## src/rtl/loader_pkg.sv

```systemverilog
// Shared constants for the UART boot loader: sync marker default, loader FSM and RX FSM encodings.
package loader_pkg;

    localparam logic [7:0] SYNC_BYTE_DEF = 8'hA5;

    localparam logic [2:0] ST_IDLE   = 3'd0;
    localparam logic [2:0] ST_LEN_LO = 3'd1;
    localparam logic [2:0] ST_LEN_HI = 3'd2;
    localparam logic [2:0] ST_DATA   = 3'd3;
    localparam logic [2:0] ST_CHK    = 3'd4;
    localparam logic [2:0] ST_DONE   = 3'd5;
    localparam logic [2:0] ST_ERROR  = 3'd6;

    localparam logic [1:0] RX_IDLE  = 2'd0;
    localparam logic [1:0] RX_START = 2'd1;
    localparam logic [1:0] RX_DATA  = 2'd2;
    localparam logic [1:0] RX_STOP  = 2'd3;

    // States in which a frame is in progress (framing errors abort these).
    function automatic logic is_loading(input logic [2:0] s);
        return (s == ST_LEN_LO) || (s == ST_LEN_HI) || (s == ST_DATA) || (s == ST_CHK);
    endfunction

endpackage

```

## src/rtl/uart_rx_core.sv

```systemverilog
// 8N1 UART receiver: 2-flop synchronizer, mid-bit sampling timer, one-cycle rx_valid / rx_ferr pulses.
module uart_rx_core
    import loader_pkg::*;
#(
    parameter int unsigned CLKS_PER_BIT = 868
) (
    input  logic       clk,
    input  logic       rst_n,
    input  logic       rx,
    output logic [7:0] rx_byte,
    output logic       rx_valid,
    output logic       rx_ferr
);

    localparam int unsigned CW = $clog2(CLKS_PER_BIT);
    localparam logic [CW-1:0] HALF_M1 = CW'(CLKS_PER_BIT / 2 - 1);
    localparam logic [CW-1:0] FULL_M1 = CW'(CLKS_PER_BIT - 1);

    logic          rx_meta;
    logic          rx_s;
    logic          rx_prev;
    logic [1:0]    rx_state;
    logic [CW-1:0] cnt;
    logic [2:0]    bit_idx;
    logic [7:0]    shreg;

    always_ff @(posedge clk or negedge rst_n) begin
        if (!rst_n) begin
            rx_meta  <= 1'b1;
            rx_s     <= 1'b1;
            rx_prev  <= 1'b1;
            rx_state <= RX_IDLE;
            cnt      <= '0;
            bit_idx  <= '0;
            shreg    <= '0;
            rx_byte  <= '0;
            rx_valid <= 1'b0;
            rx_ferr  <= 1'b0;
        end else begin
            rx_meta  <= rx;
            rx_s     <= rx_meta;
            rx_prev  <= rx_s;
            rx_valid <= 1'b0;
            rx_ferr  <= 1'b0;
            case (rx_state)
                RX_IDLE: begin
                    cnt     <= '0;
                    bit_idx <= '0;
                    if (rx_prev && !rx_s)
                        rx_state <= RX_START;
                end
                RX_START: begin
                    if (cnt == HALF_M1) begin
                        cnt      <= '0;
                        // A start bit that is high again at mid-bit was only a glitch.
                        rx_state <= rx_s ? RX_IDLE : RX_DATA;
                    end else begin
                        cnt <= cnt + CW'(1);
                    end
                end
                RX_DATA: begin
                    if (cnt == FULL_M1) begin
                        cnt   <= '0;
                        shreg <= {rx_s, shreg[7:1]};
                        if (bit_idx == 3'd7)
                            rx_state <= RX_STOP;
                        else
                            bit_idx <= bit_idx + 3'd1;
                    end else begin
                        cnt <= cnt + CW'(1);
                    end
                end
                RX_STOP: begin
                    if (cnt == FULL_M1) begin
                        cnt      <= '0;
                        rx_state <= RX_IDLE;
                        if (rx_s) begin
                            rx_valid <= 1'b1;
                            rx_byte  <= shreg;
                        end else begin
                            rx_ferr <= 1'b1;
                        end
                    end else begin
                        cnt <= cnt + CW'(1);
                    end
                end
                default: rx_state <= RX_IDLE;
            endcase
        end
    end

endmodule

```

## src/rtl/uart_mem_loader.sv

```systemverilog
// UART boot loader: SYNC, LEN_LO, LEN_HI, 4*N bytes packed little-endian into BRAM port A writes.
// Define CHECKSUM_EN to require a trailing XOR checksum byte over the LEN and data bytes.
module uart_mem_loader
    import loader_pkg::*;
#(
    parameter int unsigned CLK_HZ    = 100_000_000,
    parameter int unsigned BAUD      = 115200,
    parameter int unsigned ADDR_W    = 13,
    parameter logic [7:0]  SYNC_BYTE = SYNC_BYTE_DEF
) (
    input  logic              clk,
    input  logic              rst_n,
    input  logic              rx,
    output logic              cpu_rst_n,
    output logic [3:0]        mem_we,
    output logic [ADDR_W-1:0] mem_addr,
    output logic [31:0]       mem_din,
    output logic              busy,
    output logic              done,
    output logic              err
);

    localparam int unsigned CLKS_PER_BIT = CLK_HZ / BAUD;
    localparam int unsigned IDX_W        = ADDR_W - 2;
    localparam logic [16:0] CAPACITY     = 17'(2 ** IDX_W);
`ifdef CHECKSUM_EN
    localparam logic [2:0]  ST_AFTER     = ST_CHK;
`else
    localparam logic [2:0]  ST_AFTER     = ST_DONE;
`endif

    logic [7:0]       rx_byte;
    logic             rx_valid;
    logic             rx_ferr;
    logic [2:0]       state;
    logic [15:0]      word_cnt;
    logic [IDX_W-1:0] index;
    logic [1:0]       byte_cnt;
    logic [23:0]      shift;
    logic [15:0]      len_full;
    logic             last_word;
`ifdef CHECKSUM_EN
    logic [7:0]       csum;
`endif

    uart_rx_core #(
        .CLKS_PER_BIT(CLKS_PER_BIT)
    ) u_rx (
        .clk     (clk),
        .rst_n   (rst_n),
        .rx      (rx),
        .rx_byte (rx_byte),
        .rx_valid(rx_valid),
        .rx_ferr (rx_ferr)
    );

    assign len_full  = {rx_byte, word_cnt[7:0]};
    // Compared one bit wider than the index so a full-capacity image cannot wrap before the check.
    assign last_word = (17'(index) + 17'd1) == {1'b0, word_cnt};

    always_ff @(posedge clk or negedge rst_n) begin
        if (!rst_n) begin
            state     <= ST_IDLE;
            word_cnt  <= '0;
            index     <= '0;
            byte_cnt  <= '0;
            shift     <= '0;
            cpu_rst_n <= 1'b0;
            mem_we    <= '0;
            mem_addr  <= '0;
            mem_din   <= '0;
            busy      <= 1'b0;
            done      <= 1'b0;
            err       <= 1'b0;
`ifdef CHECKSUM_EN
            csum      <= '0;
`endif
        end else begin
            mem_we    <= '0;
            busy      <= is_loading(state);
            done      <= (state == ST_DONE);
            err       <= (state == ST_ERROR);
            cpu_rst_n <= (state == ST_DONE);

            if (rx_ferr && is_loading(state)) begin
                state <= ST_ERROR;
            end else if (rx_valid) begin
                case (state)
                    ST_IDLE, ST_DONE, ST_ERROR: begin
                        if (rx_byte == SYNC_BYTE) begin
                            state    <= ST_LEN_LO;
                            index    <= '0;
                            byte_cnt <= '0;
`ifdef CHECKSUM_EN
                            csum     <= '0;
`endif
                        end
                    end
                    ST_LEN_LO: begin
                        word_cnt[7:0] <= rx_byte;
                        state         <= ST_LEN_HI;
`ifdef CHECKSUM_EN
                        csum          <= csum ^ rx_byte;
`endif
                    end
                    ST_LEN_HI: begin
                        word_cnt[15:8] <= rx_byte;
`ifdef CHECKSUM_EN
                        csum           <= csum ^ rx_byte;
`endif
                        if (17'(len_full) > CAPACITY)
                            state <= ST_ERROR;
                        else if (len_full == 16'd0)
                            state <= ST_AFTER;
                        else
                            state <= ST_DATA;
                    end
                    ST_DATA: begin
                        byte_cnt <= byte_cnt + 2'd1;
                        shift    <= {rx_byte, shift[23:8]};
`ifdef CHECKSUM_EN
                        csum     <= csum ^ rx_byte;
`endif
                        if (byte_cnt == 2'd3) begin
                            mem_we   <= 4'hF;
                            mem_din  <= {rx_byte, shift};
                            mem_addr <= {index, 2'b00};
                            index    <= index + IDX_W'(1);
                            if (last_word)
                                state <= ST_AFTER;
                        end
                    end
`ifdef CHECKSUM_EN
                    ST_CHK: begin
                        state <= (rx_byte == csum) ? ST_DONE : ST_ERROR;
                    end
`endif
                    default: state <= ST_IDLE;
                endcase
            end
        end
    end

endmodule

```

## config.mk

```make
export PLATFORM = sky130hd
export DESIGN_NAME = uart_mem_loader
export DESIGN_NICKNAME = d
export VERILOG_FILES = /design/src/rtl/loader_pkg.sv /design/src/rtl/uart_rx_core.sv /design/src/rtl/uart_mem_loader.sv
export SDC_FILE = /design/constraint.sdc
export NUM_CORES = 1
export LEC_CHECK = 0
export BUFFER_PORTS_ARGS = -buffer_cell sky130_fd_sc_hd__clkbuf_2
export CORE_MARGIN = 2
export CORE_UTILIZATION = 35
export CTS_CLUSTER_SIZE = 12
export DETAILED_ROUTE_END_ITERATION = 12
export GPL_ROUTABILITY_DRIVEN = 0
export PLACE_DENSITY = 0.6
export SYNTH_ARGS = -nofsm -noshare
export SYNTH_HDL_FRONTEND = slang
export SYNTH_SLANG_ARGS = --single-unit
```

## constraint.sdc

```tcl
create_clock -name clk -period 2.5 [get_ports clk]
set_input_delay 0.25 -clock clk [delete_from_list [all_inputs] [get_ports clk]]
set_output_delay 0.25 -clock clk [all_outputs]
set_load 0.005 [all_outputs]
```

==> results of run 1 <==
-- registers in the layout (all words and copies together) (netlist names), 2 cells and up, named ones only --
name and cells:
mem_din 32, shift 24, word_cnt 16, index 11
mem_addr 11, u_rx.cnt 10, u_rx.rx_byte 8, u_rx.shreg 8
state 3, u_rx.bit_idx 3, byte_cnt 2
-- synth_stat cells, types with 6 or more instances --
cell / count
o21ai_1: 12
nand3_1: 14
xor2_1: 9
nand2_1: 21
inv_1: 8
a22o_1: 8
and3_1: 7
a21oi_1: 7
nor2_1: 33
ha_1: 6
dfrtp_1: 136
nor3_1: 13
buf_1: 6
mux2_2: 91
buf_4: 6
xnor2_1: 16
clkbuf_1: 11
mux2_1: 10
o21ai_0: 7
-- final timing paths --
kind,slack [ns],endpoint
worst min register to register,0.35,u_rx.rx_s
worst min-delay path,0.35,u_rx.rx_s
max in group asynchronous,1.39,u_rx.rx_meta
worst max-delay path,0.14,state[2]
worst max register to register,0.14,state[2]
min in group asynchronous,0.39,mem_addr[10]
-- worst max-delay path: stages (launching register included) --
cell	delay [ns]
dfrtp_1	0.42
ha_1	0.28
and2_1	0.24
o21ai_0	0.17
a31oi_1	0.12
or4_4	0.43
nor4_4	0.32
nor2_2	0.06
o22a_1	0.21
-- power breakdown --
part	internal, mW	total (mW)	switching, mW
clock network	1.44	2.31	0.875
logic	0.0709	0.200	0.129
registers	2.29	2.34	0.0548
total	3.80	4.85	1.06
-- metrics by stage --
| step | hold slack [ns] | total power, mW |
|---|---|---|
| after floorplan | -0.0456 | 2.49 |
| after global placement | 0.266 | 2.58 |
| after detailed placement | 0.271 | 2.59 |
| after CTS | 0.354 | 4.93 |
| after global routing | 0.355 | 5.07 |
| final | 0.353 | 4.85 |
-- cell families after synthesis --
family | Yosys count | share of synthesized area (%)
mux | 103 | 19.0
xor+xnor | 25 | 3.59
simple gates | 114 | 9.48
buf+inv | 37 | 2.87
other cells | 1 | 0.0615
fa+ha+maj | 6 | 1.23
compound gates | 59 | 6.71
flops | 139 | 57.1
-- layer usage --
layer	up-vias	part of all wire [%]
li1	1857	-
met1	1992	47
met2	89	48
met3	13	4.0
met4	0	0.92
met5	-	0
-- final cells by class --
| class | instances | area share [%] |
|---|---|---|
| Inverter | 8 | 0.414 |
| Sequential cell | 139 | 48.0 |
| Multi-Input combinational cell | 309 | 33.8 |
| Clock inverter | 7 | 0.915 |
| Clock buffer | 24 | 6.64 |
| Tap cell | 225 | 3.88 |
| Timing Repair Buffer | 74 | 6.33 |
-- what timing repair did --
| item | 4_1_cts | 5_1_grt |
|---|---|---|
| gates resized for setup | 0 | 0 |
| hold endpoints to repair | 58 | 0 |
| setup endpoints to repair | 0 | 0 |
| hold buffers | 2 | 0 |
==> qor.csv, run 1 <==
stage;metric;value;unit
timing;fmax;423;MHz
placement;Post-DP Area;6680;sq um
floorplanning;Initial Utilization;35.5;%
worst_setup_path;R2R depth;8;
yosys;Yosys top cell area share;55.8;%
drt;DRT antenna net count;0;
final_layout;ratio of cells with drive above 1 in the final layout;35.8;%
clock_tree;TritonCTS Buffers;17;
timing;fin crit period;2.36;ns
worst_hold_path;min-delay src;u_rx.rx_meta;
worst_setup_path;CP Class;flip-flop to flip-flop;
worst_setup_path;data arrival time of the worst path;2.66;ns
worst_hold_path;Hold Path Class;flip-flop to flip-flop;
global_route;GR peak layer;met2;
drt;DRT Pass-1 Iters;4;
yosys;area leader, netlist;dfrtp_1;
global_route;grt met1 use;17.8;%
yosys;Yosys warnings;0;
global_route;initial antenna violation count;0;
floorplanning;total core area;17200;sq um
final_layout;multi-input logic area;2450;sq um
yosys;Gate Count Post-Synth;484;
floorplanning;Die W;136;um
placement;Post-Place Cells;753;
clock_tree;CTS tree;built;
worst_setup_path;crit path from;index[1];
timing;clk_skew;0.00593;ns
timing;setup ws final;0.136;ns
final_layout;nets@finish;558;
placement;DP Worst Slack;0.134;ns
job;number of max-cap violations;0;
final_layout;commonest non-fill, non-tap cell in the layout;dfrtp_1;
yosys;synth unique cells;53;
final_layout;Finished Layout Cells;786;
global_route;vias in the first global route;3980;
timing;fin crit share;94.5;%
final_layout;sequential standard cell area;3480;sq um
timing;worst slew pin tran;0.572;ns
clock_tree;Clock transition at path regs;0.06;ns
yosys;synthesized area;6100;sq um
yosys;Syn Area/Cell;12.6;sq um
global_route;GRT Overall Usage;13.7;%
worst_setup_path;RR Startpoint;index[1];
timing;Slew Viols, Final;0;
timing;final setup TNS;0;ns
yosys;prevailing post-synth register cell;dfrtp_1;
worst_hold_path;Hold Path Stages;0;
floorplanning;die span in y;136;um
floorplanning;row cnt;48;
global_route;met2 Use GR;21.6;%
drt;DR vias/cell;5.03;
yosys;register area share after synthesis;57.1;%
global_route;largest net degree at the start of global routing;60;
timing;RSZ-0062 raised after global routing;no;
yosys;post-synthesis async set-or-reset flop share;100;%
drt;WL per Instance;15.2;um
pwr;Leak;3.63;nW
final_layout;Filler cells;1627;
timing;Final setup violation count;0;
global_route;global-route wire length before repair;19.8;mm
final_layout;most frequent cells in the layout;136 x dfrtp_1, 91 x mux2_2, 52 x clkbuf_2;
floorplanning;full die area;18500;sq um
timing;final hold viol count;0;
final_layout;Final Cell Area;7250;sq um
global_route;gr ovfl total;0;
final_layout;Synth-to-Final Area Change;18.9;%
drt;Vias;3951;
clock_tree;root buf cell;clkbuf_16;
timing;Slew HR;61.9;%
worst_setup_path;CP endpoint kind;flip-flop;
clock_tree;Clock Tree Buf Depth;2;
worst_setup_path;crit start category;flip-flop;
final_layout;Core Util, Final;42.2;%
clock_tree;H-tree Lvls;4;
clock_tree;Sink Count;139;
placement;Post-DP HPWL;8.25;mm
floorplanning;Boundary Pins;56;
clock_tree;Clock Latency Late Sink;0.41;ns
drt;# DRC;0;
global_route;met3 usage;3.99;%
final_layout;Diodes inserted;0;
worst_setup_path;critical path required time;2.79;ns
yosys;number of enable flip-flop cells after synthesis;0;
pwr;IR drop worst, VDD;453;uV
run_status;status;finished, final reports clean;
worst_setup_path;Crit Path Max Fanout;7;
placement;PortBufs;53;
pwr;Cell Pwr Density;670;nW/um^2
yosys;ranking of synthesized cells by area;dfrtp_1 56%, mux2_2 17%, xnor2_1 2.3%;
clock_tree;post-CTS setup buffers;0;
drt;final wirelength;12.0;mm
yosys;Synth Register Bits;139;
drt;DRT iter0 DRCs;230;
Note: power is estimated with default switching activity, not from simulation.
==> run 2, diff against run 1 <==
- RECOVER_POWER: default -> 100
- REMOVE_ABC_BUFFERS: default -> 1
==> qor.csv, run 2 (same netlist as run 1, synthesis figures left out) <==
stage;metric;value;unit;change
final_layout;nets@finish;558;;unchanged
clock_tree;Clock Tree Buf Depth;2;;unchanged
worst_setup_path;crit start category;flip-flop;;
job;number of max-cap violations;0;;unchanged
global_route;GRT Overall Usage;13.8;%;+0.12 points
worst_setup_path;Cell Chain, Critical Path;ha_1, and2_1, o21ai_0, a31oi_1, or4_4, nor4_4, nor2_2, o22a_1;;
final_layout;Largest register FFs;32;;unchanged
timing;fmax;422;MHz;-0.23%
worst_hold_path;Hold Path Class;flip-flop to flip-flop;;
final_layout;Final Cell Area;7250;sq um;about the same
clock_tree;TritonCTS Buffers;17;;unchanged
global_route;vias in the first global route;4029;;+1.2%
clock_tree;post-CTS setup buffers;0;;unchanged
run_status;status;finished, final reports clean;;
placement;Post-Place Cells;753;;unchanged
clock_tree;CTS tree;built;;
timing;worst slew pin tran;1.24;ns;+0.663 ns
clock_tree;root buf cell;clkbuf_16;;
floorplanning;Initial Utilization;35.5;%;unchanged
worst_setup_path;critical path required time;2.80;ns;about the same
pwr;IR drop worst, VDD;534;uV;+18%
floorplanning;row cnt;48;;unchanged
global_route;gr ovfl total;0;;unchanged
worst_setup_path;CP Class;flip-flop to flip-flop;;
timing;final hold viol count;0;;unchanged
floorplanning;total core area;17200;sq um;unchanged
pwr;Leak;3.52;nW;-2.9%
placement;Post-DP Area;6680;sq um;unchanged
timing;RSZ-0062 raised after global routing;no;;
floorplanning;Die W;136;um;unchanged
final_layout;most frequent cells in the layout;136 x dfrtp_1, 91 x mux2_2, 37 x clkbuf_1;;
placement;PortBufs;53;;unchanged
final_layout;Finished Layout Cells;787;;+0.13%
floorplanning;die span in y;136;um;unchanged
final_layout;biggest regs;mem_din: 32 flops, shift: 24 flops, word_cnt: 16 flops;;
placement;Post-DP HPWL;8.03;mm;-2.7%
floorplanning;full die area;18500;sq um;unchanged
timing;clk_skew;0.00867;ns;+0.00275 ns
clock_tree;Clock Latency Late Sink;0.41;ns;about the same
global_route;initial antenna violation count;0;;unchanged
clock_tree;Sink Count;139;;unchanged
final_layout;Synth-to-Final Area Change;18.9;%;about the same
final_layout;commonest non-fill, non-tap cell in the layout;dfrtp_1;;
worst_setup_path;data arrival time of the worst path;2.67;ns;about the same
drt;DRT antenna net count;0;;unchanged
floorplanning;Boundary Pins;56;;unchanged
worst_setup_path;cell family with most CP delay;simple AND/OR/NAND/NOR gates;;
drt;final wirelength;11.9;mm;-1.0%
pwr;Cell Pwr Density;716;nW/um^2;+6.9%
worst_setup_path;Bufs and invs on worst path;0;;unchanged
clock_tree;H-tree Lvls;4;;unchanged
worst_setup_path;CP endpoint kind;flip-flop;;
final_layout;largest register by flop count;mem_din;;
worst_setup_path;Worst path max stage delay;0.44;ns;about the same
drt;WL per Instance;15.1;um;-1.2%
drt;Vias;3955;;+0.10%
timing;Slew HR;17.6;%;-44 points
timing;fin crit share;94.8;%;+0.22 points
drt;DRT iter0 DRCs;261;;+13%
final_layout;Diodes inserted;0;;unchanged
drt;DR vias/cell;5.03;;about the same
clock_tree;Clock transition at path regs;0.06;ns;about the same
timing;Final setup violation count;0;;unchanged
timing;Slew Viols, Final;0;;unchanged
clock_tree;cts repair resizes;0;;unchanged
clock_tree;hold_buf cts;2;;unchanged
global_route;global-route wire length before repair;20.1;mm;+1.4%
final_layout;ratio of cells with drive above 1 in the final layout;29.7;%;-6.1 points
timing;fin crit period;2.37;ns;+0.00553 ns
worst_setup_path;Crit Path Max Fanout;7;;unchanged
worst_setup_path;slowest CP cell;or4_4;;
drt;# DRC;0;;unchanged
global_route;largest net degree at the start of global routing;65;;+8.3%
drt;DRT Pass-1 Iters;4;;unchanged
-- run 2: cell count changes in the layout (fill, tap and decap cells not counted), sizes merged --
cell,delta
buf,-8
bufinv,+3
clkbuf,+5
clkinv,-1
clkinvlp,+2
-- run 2: worst paths after layout --
check / end / cells past startpoint / slack, ns / from
max: state[2] / 8 / 0.13 / index[1]
min: u_rx.rx_s / 0 / 0.37 / u_rx.rx_meta
max reg2reg: state[2] / 8 / 0.13 / index[1]
min reg2reg: u_rx.rx_s / 0 / 0.37 / u_rx.rx_meta
max in group asynchronous: shift[8] / 3 / 0.55 / rst_n
min in group asynchronous: u_rx.cnt[7] / 2 / 0.63 / rst_n
-- run 2: layout make-up --
cell class / count / area (sq um)
Clock buffer: 21 / 470
Clock inverter: 11 / 166
Timing Repair Buffer: 74 / 374
Inverter: 8 / 30.0
Sequential cell: 139 / 3480
Tap cell: 225 / 282
Multi-Input combinational cell: 309 / 2450
Fill cell: 1644 / 9920
-- run 2: worst reg2reg max path, stage by stage (launching register included) --
cell and delay, ns:
dfrtp_1 0.41, ha_1 0.28, and2_1 0.23, o21ai_0 0.17
a31oi_1 0.12, or4_4 0.44, nor4_4 0.33, nor2_2 0.07
o22a_1 0.21
-- run 2: per-layer routing --
| layer | vias to the layer above | global-route usage, % | part of all wire, % |
|---|---|---|---|
| li1 | 1853 | - | - |
| met1 | 2009 | 18.1 | 46 |
| met2 | 81 | 21.8 | 48 |
| met3 | 12 | 3.73 | 4.1 |
| met4 | 0 | 5.21 | 1.2 |
| met5 | - | 0 | 0 |
-- run 2: power by group --
group          total [mW]  internal, mW  switching [mW]
logic               0.181        0.0562           0.125
clock network        2.67          1.74           0.921
registers            2.34          2.29          0.0559
-- run 2: stage by stage --
step | utilization, % | power (mW) | hold slack (ns) | TNS [ns] | setup WS (ns)
3_3_place_gp | 38.9 | 2.57 | 0.212 | 0 | 0.189
2_1_floorplan | - | 2.47 | -0.0456 | -51.22 | -1.06
6_report | 42.2 | 5.19 | 0.372 | 0 | 0.131
5_1_grt | 42.2 | 5.40 | 0.377 | 0 | 0.00461
4_1_cts | 42.7 | 5.28 | 0.349 | 0 | 0.126
3_5_place_dp | 38.9 | 2.58 | 0.220 | 0 | 0.135
